### src/rtl/la_iopwrseq_pkg.sv
// Shared definitions for the IO ring supply sequencer: FSM state encoding
// and the upper bound on the number of sequenced domains.
package la_iopwrseq_pkg;

  localparam int MAX_STAGES = 8;
  localparam int IDXW       = $clog2(MAX_STAGES);

  typedef enum logic [2:0] {
    ST_IDLE   = 3'd0,
    ST_RAMP   = 3'd1,
    ST_SETTLE = 3'd2,
    ST_ON     = 3'd3,
    ST_DOWN   = 3'd4,
    ST_FAULT  = 3'd5
  } state_e;

endpackage

### src/rtl/la_dsync.sv
// Two-flop synchronizer for one asynchronous level input into the core clock.
module la_dsync (
  input  logic clk_i,
  input  logic nreset_i,
  input  logic d_i,
  output logic q_o
);

  logic meta_q;
  logic sync_q;

  always_ff @(posedge clk_i) begin
    if (!nreset_i) begin
      meta_q <= 1'b0;
      sync_q <= 1'b0;
    end else begin
      meta_q <= d_i;
      sync_q <= meta_q;
    end
  end

  assign q_o = sync_q;

endmodule

### src/rtl/la_iopwrseq.sv
// IO ring supply sequencer: brings domains up in order with power-good and
// settle gating, tears them down in reverse, and latches timeouts/brown-outs.
module la_iopwrseq
  import la_iopwrseq_pkg::*;
#(
  parameter int STAGES = 4,
  parameter int CNTW   = 8,
  parameter int TMO    = 200
) (
  input  logic              clk_i,
  input  logic              nreset_i,
  input  logic              en_i,
  input  logic [STAGES-1:0] pgood_i,
  input  logic [CNTW-1:0]   settle_i,
  input  logic              clr_i,
  output logic [STAGES-1:0] stage_en_o,
  output logic              ready_o,
  output logic              fault_o,
  output logic [IDXW-1:0]   fault_idx_o
);

  localparam logic [CNTW-1:0] TMO_LAST = CNTW'(TMO - 1);
  localparam logic [CNTW-1:0] CNT_ONE  = CNTW'(1);
  localparam logic [CNTW-1:0] CNT_MAX  = '1;
  localparam logic [IDXW-1:0] IDX_LAST = IDXW'(STAGES - 1);
  localparam logic [IDXW-1:0] IDX_ONE  = IDXW'(1);

  state_e            state_q, state_d;
  logic [IDXW-1:0]   idx_q, idx_d;
  logic [CNTW-1:0]   cnt_q, cnt_d;
  logic [STAGES-1:0] stage_en_q, stage_en_d;
  logic              ready_q, ready_d;
  logic              fault_q, fault_d;
  logic [IDXW-1:0]   fault_idx_q, fault_idx_d;
  logic [STAGES-1:0] pg_s, pg_prev_q, pg_fall;
  logic              pg_sel, loss_any, fault_hit;
  logic [IDXW-1:0]   loss_idx, fault_src;

  for (genvar g = 0; g < STAGES; g++) begin : g_sync
    la_dsync u_sync (
      .clk_i    (clk_i),
      .nreset_i (nreset_i),
      .d_i      (pgood_i[g]),
      .q_o      (pg_s[g])
    );
  end

  assign pg_fall = pg_prev_q & ~pg_s;
  assign pg_sel  = |(pg_s & (STAGES'(1) << idx_q));

  // In RAMP the current stage has not yet reported good, so only lower stages count.
  always_comb begin
    loss_any = 1'b0;
    loss_idx = '0;
    for (int j = STAGES - 1; j >= 0; j--) begin
      if (pg_fall[j] && ((state_q == ST_RAMP) ? (IDXW'(j) < idx_q) : (IDXW'(j) <= idx_q))) begin
        loss_any = 1'b1;
        loss_idx = IDXW'(j);
      end
    end
  end

  always_comb begin
    state_d     = state_q;
    idx_d       = idx_q;
    cnt_d       = cnt_q;
    stage_en_d  = stage_en_q;
    ready_d     = ready_q;
    fault_d     = fault_q;
    fault_idx_d = fault_idx_q;
    fault_hit   = 1'b0;
    fault_src   = loss_idx;
    case (state_q)
      ST_IDLE: begin
        if (en_i) begin
          stage_en_d = STAGES'(1);
          idx_d      = '0;
          cnt_d      = '0;
          state_d    = ST_RAMP;
        end
      end
      ST_RAMP: begin
        if (loss_any) begin
          fault_hit = 1'b1;
        end else if (!pg_sel && cnt_q == TMO_LAST) begin
          fault_hit = 1'b1;
          fault_src = idx_q;
        end else if (!en_i) begin
          state_d = ST_DOWN;
        end else if (pg_sel) begin
          cnt_d   = settle_i;
          state_d = ST_SETTLE;
        end else if (cnt_q != CNT_MAX) begin
          cnt_d = cnt_q + CNT_ONE;
        end
      end
      ST_SETTLE: begin
        // Counter holds the remaining settle cycles; zero means this is the last one.
        if (loss_any) begin
          fault_hit = 1'b1;
        end else if (!en_i) begin
          state_d = ST_DOWN;
        end else if (cnt_q == '0) begin
          if (idx_q == IDX_LAST) begin
            ready_d = 1'b1;
            state_d = ST_ON;
          end else begin
            idx_d      = idx_q + IDX_ONE;
            stage_en_d = (stage_en_q << 1) | STAGES'(1);
            cnt_d      = '0;
            state_d    = ST_RAMP;
          end
        end else begin
          cnt_d = cnt_q - CNT_ONE;
        end
      end
      ST_ON: begin
        if (loss_any) begin
          fault_hit = 1'b1;
        end else if (!en_i) begin
          ready_d = 1'b0;
          state_d = ST_DOWN;
        end
      end
      ST_DOWN: begin
        if (stage_en_q == '0) begin
          idx_d   = '0;
          cnt_d   = '0;
          state_d = ST_IDLE;
        end else begin
          stage_en_d = stage_en_q >> 1;
        end
      end
      ST_FAULT: begin
        if (clr_i && !en_i) begin
          fault_d = 1'b0;
          idx_d   = '0;
          cnt_d   = '0;
          state_d = ST_IDLE;
        end
      end
      default: state_d = ST_IDLE;
    endcase
    if (fault_hit) begin
      state_d     = ST_FAULT;
      fault_d     = 1'b1;
      ready_d     = 1'b0;
      stage_en_d  = '0;
      fault_idx_d = fault_src;
      cnt_d       = '0;
    end
  end

  always_ff @(posedge clk_i) begin
    if (!nreset_i) begin
      state_q     <= ST_IDLE;
      idx_q       <= '0;
      cnt_q       <= '0;
      stage_en_q  <= '0;
      ready_q     <= 1'b0;
      fault_q     <= 1'b0;
      fault_idx_q <= '0;
      pg_prev_q   <= '0;
    end else begin
      state_q     <= state_d;
      idx_q       <= idx_d;
      cnt_q       <= cnt_d;
      stage_en_q  <= stage_en_d;
      ready_q     <= ready_d;
      fault_q     <= fault_d;
      fault_idx_q <= fault_idx_d;
      pg_prev_q   <= pg_s;
    end
  end

  assign stage_en_o  = stage_en_q;
  assign ready_o     = ready_q;
  assign fault_o     = fault_q;
  assign fault_idx_o = fault_idx_q;

  a_stage_en_therm: assert property (@(posedge clk_i) disable iff (!nreset_i)
    ((stage_en_q + STAGES'(1)) & stage_en_q) == '0);

endmodule

### config.mk
export PLATFORM = sky130hd
export DESIGN_NAME = la_iopwrseq
export DESIGN_NICKNAME = d
export VERILOG_FILES = /design/src/rtl/la_iopwrseq_pkg.sv /design/src/rtl/la_dsync.sv /design/src/rtl/la_iopwrseq.sv
export SDC_FILE = /design/constraint.sdc
export NUM_CORES = 1
export LEC_CHECK = 0
export BUFFER_PORTS_ARGS = -buffer_cell sky130_fd_sc_hd__buf_2
export CAP_MARGIN = 20
export CORE_ASPECT_RATIO = 0.7
export CORE_MARGIN = 2
export CORE_UTILIZATION = 55
export DETAILED_ROUTE_END_ITERATION = 8
export MAX_ROUTING_LAYER = met4
export PLACE_DENSITY = 0.77
export SLEW_MARGIN = 15
export SYNTH_ARGS = -nofsm -noshare
export SYNTH_HDL_FRONTEND = slang
export SYNTH_SLANG_ARGS = --single-unit
### constraint.sdc
create_clock -name clk_i -period 3 [get_ports clk_i]
set_input_delay 0 -clock clk_i [delete_from_list [all_inputs] [get_ports clk_i]]
set_output_delay 0 -clock clk_i [all_outputs]
set_load 0.03 [all_outputs]
==> summary.md <==
| Metric | Value |
|---|---|
| Worst vdd ir | `0.3819 mV` |
| Clock slew at reported path FFs | `70 ps` |
| Row Count | `19` |
| WL/cell | `17.45 um` |
| Relative slew slack | `50.04%` |
| Longest Clk Path Bufs | `2` |
| Grt ovf | `0` |
| Max Cap Viol | `0` |
| #FFs+latches synth | `35` |
| Post-Synthesis Cell Area | `2291 sq um` |
| Final Cycle Share | `90.09%` |
| RSZ-0062 raised after global routing | `no` |
| Post-route cell area | `2599 sq um` |
| Initial drt markers | `206` |
| Pins Over Slew Limit | `0` |
| TNS Setup | `0 ps` |
| H-Tree Depth | `2` |
| Final core utilization | `65.46%` |
| Synth top area share | `30.58%` |
| Status | `complete, no violations` |
| CTS root buf | `clkbuf_8` |
| CTS tree | `built` |
| Worst Tran Pin Value | `743.0 ps` |
| Clock Skews | `3.652 ps` |
| GRT Total Usage | `29.85%` |
| Required time worst endpoint | `3220 ps` |
| Cells after Synth | `286` |
| Clock Latency Late Sink | `290 ps` |
| Post-synthesis net count | `309` |
| Area contributors post-synth | `dfxtp_1, nor3_1, o21ai_0` |
| Unique masters post-synth | `60` |
| Vias in the first global route | `2,087` |
| Predominant post-synthesis flop cell | `dfxtp_1` |
| First-pass DRT Iterations | `5` |
| Worst hold path type | `primary input to register` |
| Total Power | `1.152 mW` |
| CP peak stage delay | `600 ps` |
| Largest net degree at the start of global routing | `20` |
| Initial antenna violation count | `0` |
| TritonCTS Buffers | `5` |
| CP Capture Type | `register` |
| Critical path cell sequence | `inv_1 -> ha_1 -> a22oi_1 -> o211a_1 -> a21oi_1 -> nor4bb_1 -> o21ai_0 -> o22ai_1` |
| Placed instance area | `2441 sq um` |
| Area leader, netlist | `dfxtp_1` |
| Initial core utilization | `57.71%` |
| Ant. Diodes | `0` |
| Final setup fails | `0` |
| PD cells | `443.3 nW/um^2` |
| # fillers | `334` |
| Register area share after synthesis | `30.58%` |
| Ratio of cells with drive above 1 in the final layout | `15.02%` |
| Ys async rst share | `0%` |
| Final hold violation count | `0` |
| Worst setup SP type | `register` |
| Post-synth EDFFs | `0` |
| CP Max Fanout | `12` |
| Arrival @ worst endpoint | `2930 ps` |
| Post-CTS sizing | `0` |
| DP HPWL | `4617 um` |
| Layout area overhead | `13.44%` |
| DIE AREA | `4706 sq um` |
| PortBufs | `24` |
| Total Routed Length | `6369 um` |
| Total number of vias | `2,356` |
| Max Clock Freq | `0.3700 GHz` |
| Die X | `81.14 um` |
| Vias per cell | `6.455` |
| Placer congestion estimate | `1.010` |
| Hold_ws | `93.16 ps` |
| Nets | `335` |
| Worst path slowest cell | `nor4bb_1` |
| Die Y-Extent | `58.00 um` |
| Detail Route Antenna Nets | `0` |
| First-pass GRT wire length | `10,410 um` |
| DRC Markers | `0` |
| Core area | `3970 sq um` |
| Critical path type | `register to register` |
| Yosys Warn Count | `0` |
| Clock Sinks | `35` |
| Final Critical Period | `2703 ps` |
| Post-synthesis average cell area | `8.010 sq um` |
| Most common cell in the netlist | `dfxtp_1` |
| Leak | `0.9833 nW` |
| Most frequent cells after synthesis | `dfxtp_1, nor3_1, o21ai_0` |
| Top Ports | `25` |
final cells by class:
class	count	area [sq um]	area share, %
multi-input combinational	222	1450	55.80
sequential	35	700.7	26.96
timing repair buffer	36	220.2	8.474
clock buffer	6	82.58	3.178
tap	52	65.06	2.504
inverter	12	45.04	1.733
clock inverter	2	35.03	1.348
worst paths after layout:
path | startpoint | cells after the start | endpoint | slack [ps]
setup / recovery | idx_q[1] | 8 | cnt_q[4] | 300
hold / removal | en_i | 3 | state_q[1] | 90
setup reg to reg | idx_q[1] | 8 | cnt_q[4] | 300
hold reg to reg | g_sync[2].u_sync.meta_q | 1 | g_sync[2].u_sync.q_o | 440
per-stage QoR:
step	setup WS [ps]	cells
3_5_place_dp	390.0	353
2_1_floorplan	663.7	286
6_report	297.2	365
5_1_grt	153.2	365
4_1_cts	329.7	365
3_3_place_gp	473.0	353
where the power goes:
group | internal, mW | leakage (nW) | switching (mW) | total, mW
Combinational | 0.0803 | 0.637 | 0.122 | 0.202
Sequential | 0.483 | 0.286 | 0.0235 | 0.506
Clock | 0.269 | 0.0612 | 0.175 | 0.444
Total | 0.832 | 0.983 | 0.320 | 1.15
sequential cells by signal, indices dropped and copies added, names as in the netlist:
| name | flops |
|---|---|
| cnt_q | 8 |
| fault_idx_o | 3 |
| fault_o | 1 |
| g_sync.u_sync.meta_q | 4 |
| g_sync.u_sync.q_o | 4 |
| idx_q | 3 |
| pg_prev_q | 4 |
| ready_o | 1 |
| stage_en_o | 4 |
| state_q | 3 |
worst max-delay path: cells and delay by family (launching register included):
kind | cells | cell delay [ps]
compound gates | 5 | 1170
fa+ha+maj | 1 | 240
buf+inv | 1 | 200
flops | 1 | 420
simple gates | 1 | 600
placed cells by master, fill, tap and decap left out, types with 6 or more instances in the layout:
| cell | n |
|---|---|
| buf_2 | 24 |
| nand2_1 | 16 |
| o22ai_1 | 9 |
| o21ai_0 | 21 |
| nand3_1 | 8 |
| inv_1 | 11 |
| xnor2_1 | 6 |
| nor2_1 | 14 |
| a21oi_1 | 19 |
| ha_1 | 7 |
| nor3_1 | 22 |
| and2_1 | 15 |
| clkbuf_8 | 6 |
| dfxtp_1 | 35 |
| buf_4 | 8 |
repair_timing:
item,in CTS,in global routing
setup endpoints to repair,0,0
hold buffers,4,0
hold endpoints to repair,4,0
setup buffers,0,0
routing by layer:
metal	GRT usage (%)	share of wire, %	routed length, um
met5	-	0	0
met4	7.990	0.96	61
met3	5.919	10	666
met2	39.08	40	2533
met1	45.89	49	3108
cell families after synthesis:
| family | synth area share, % |
|---|---|
| AND/OR/NAND/NOR | 27.42 |
| flip-flops | 30.58 |
| AO/OA/AOI/OAI | 26.82 |
| buffers and inverters | 6.116 |
| adder cells (fa/ha/maj) | 4.260 |
| XOR/XNOR | 3.059 |
| multiplexers | 1.748 |
No activity file was read; power rests on OpenSTA's default activity.
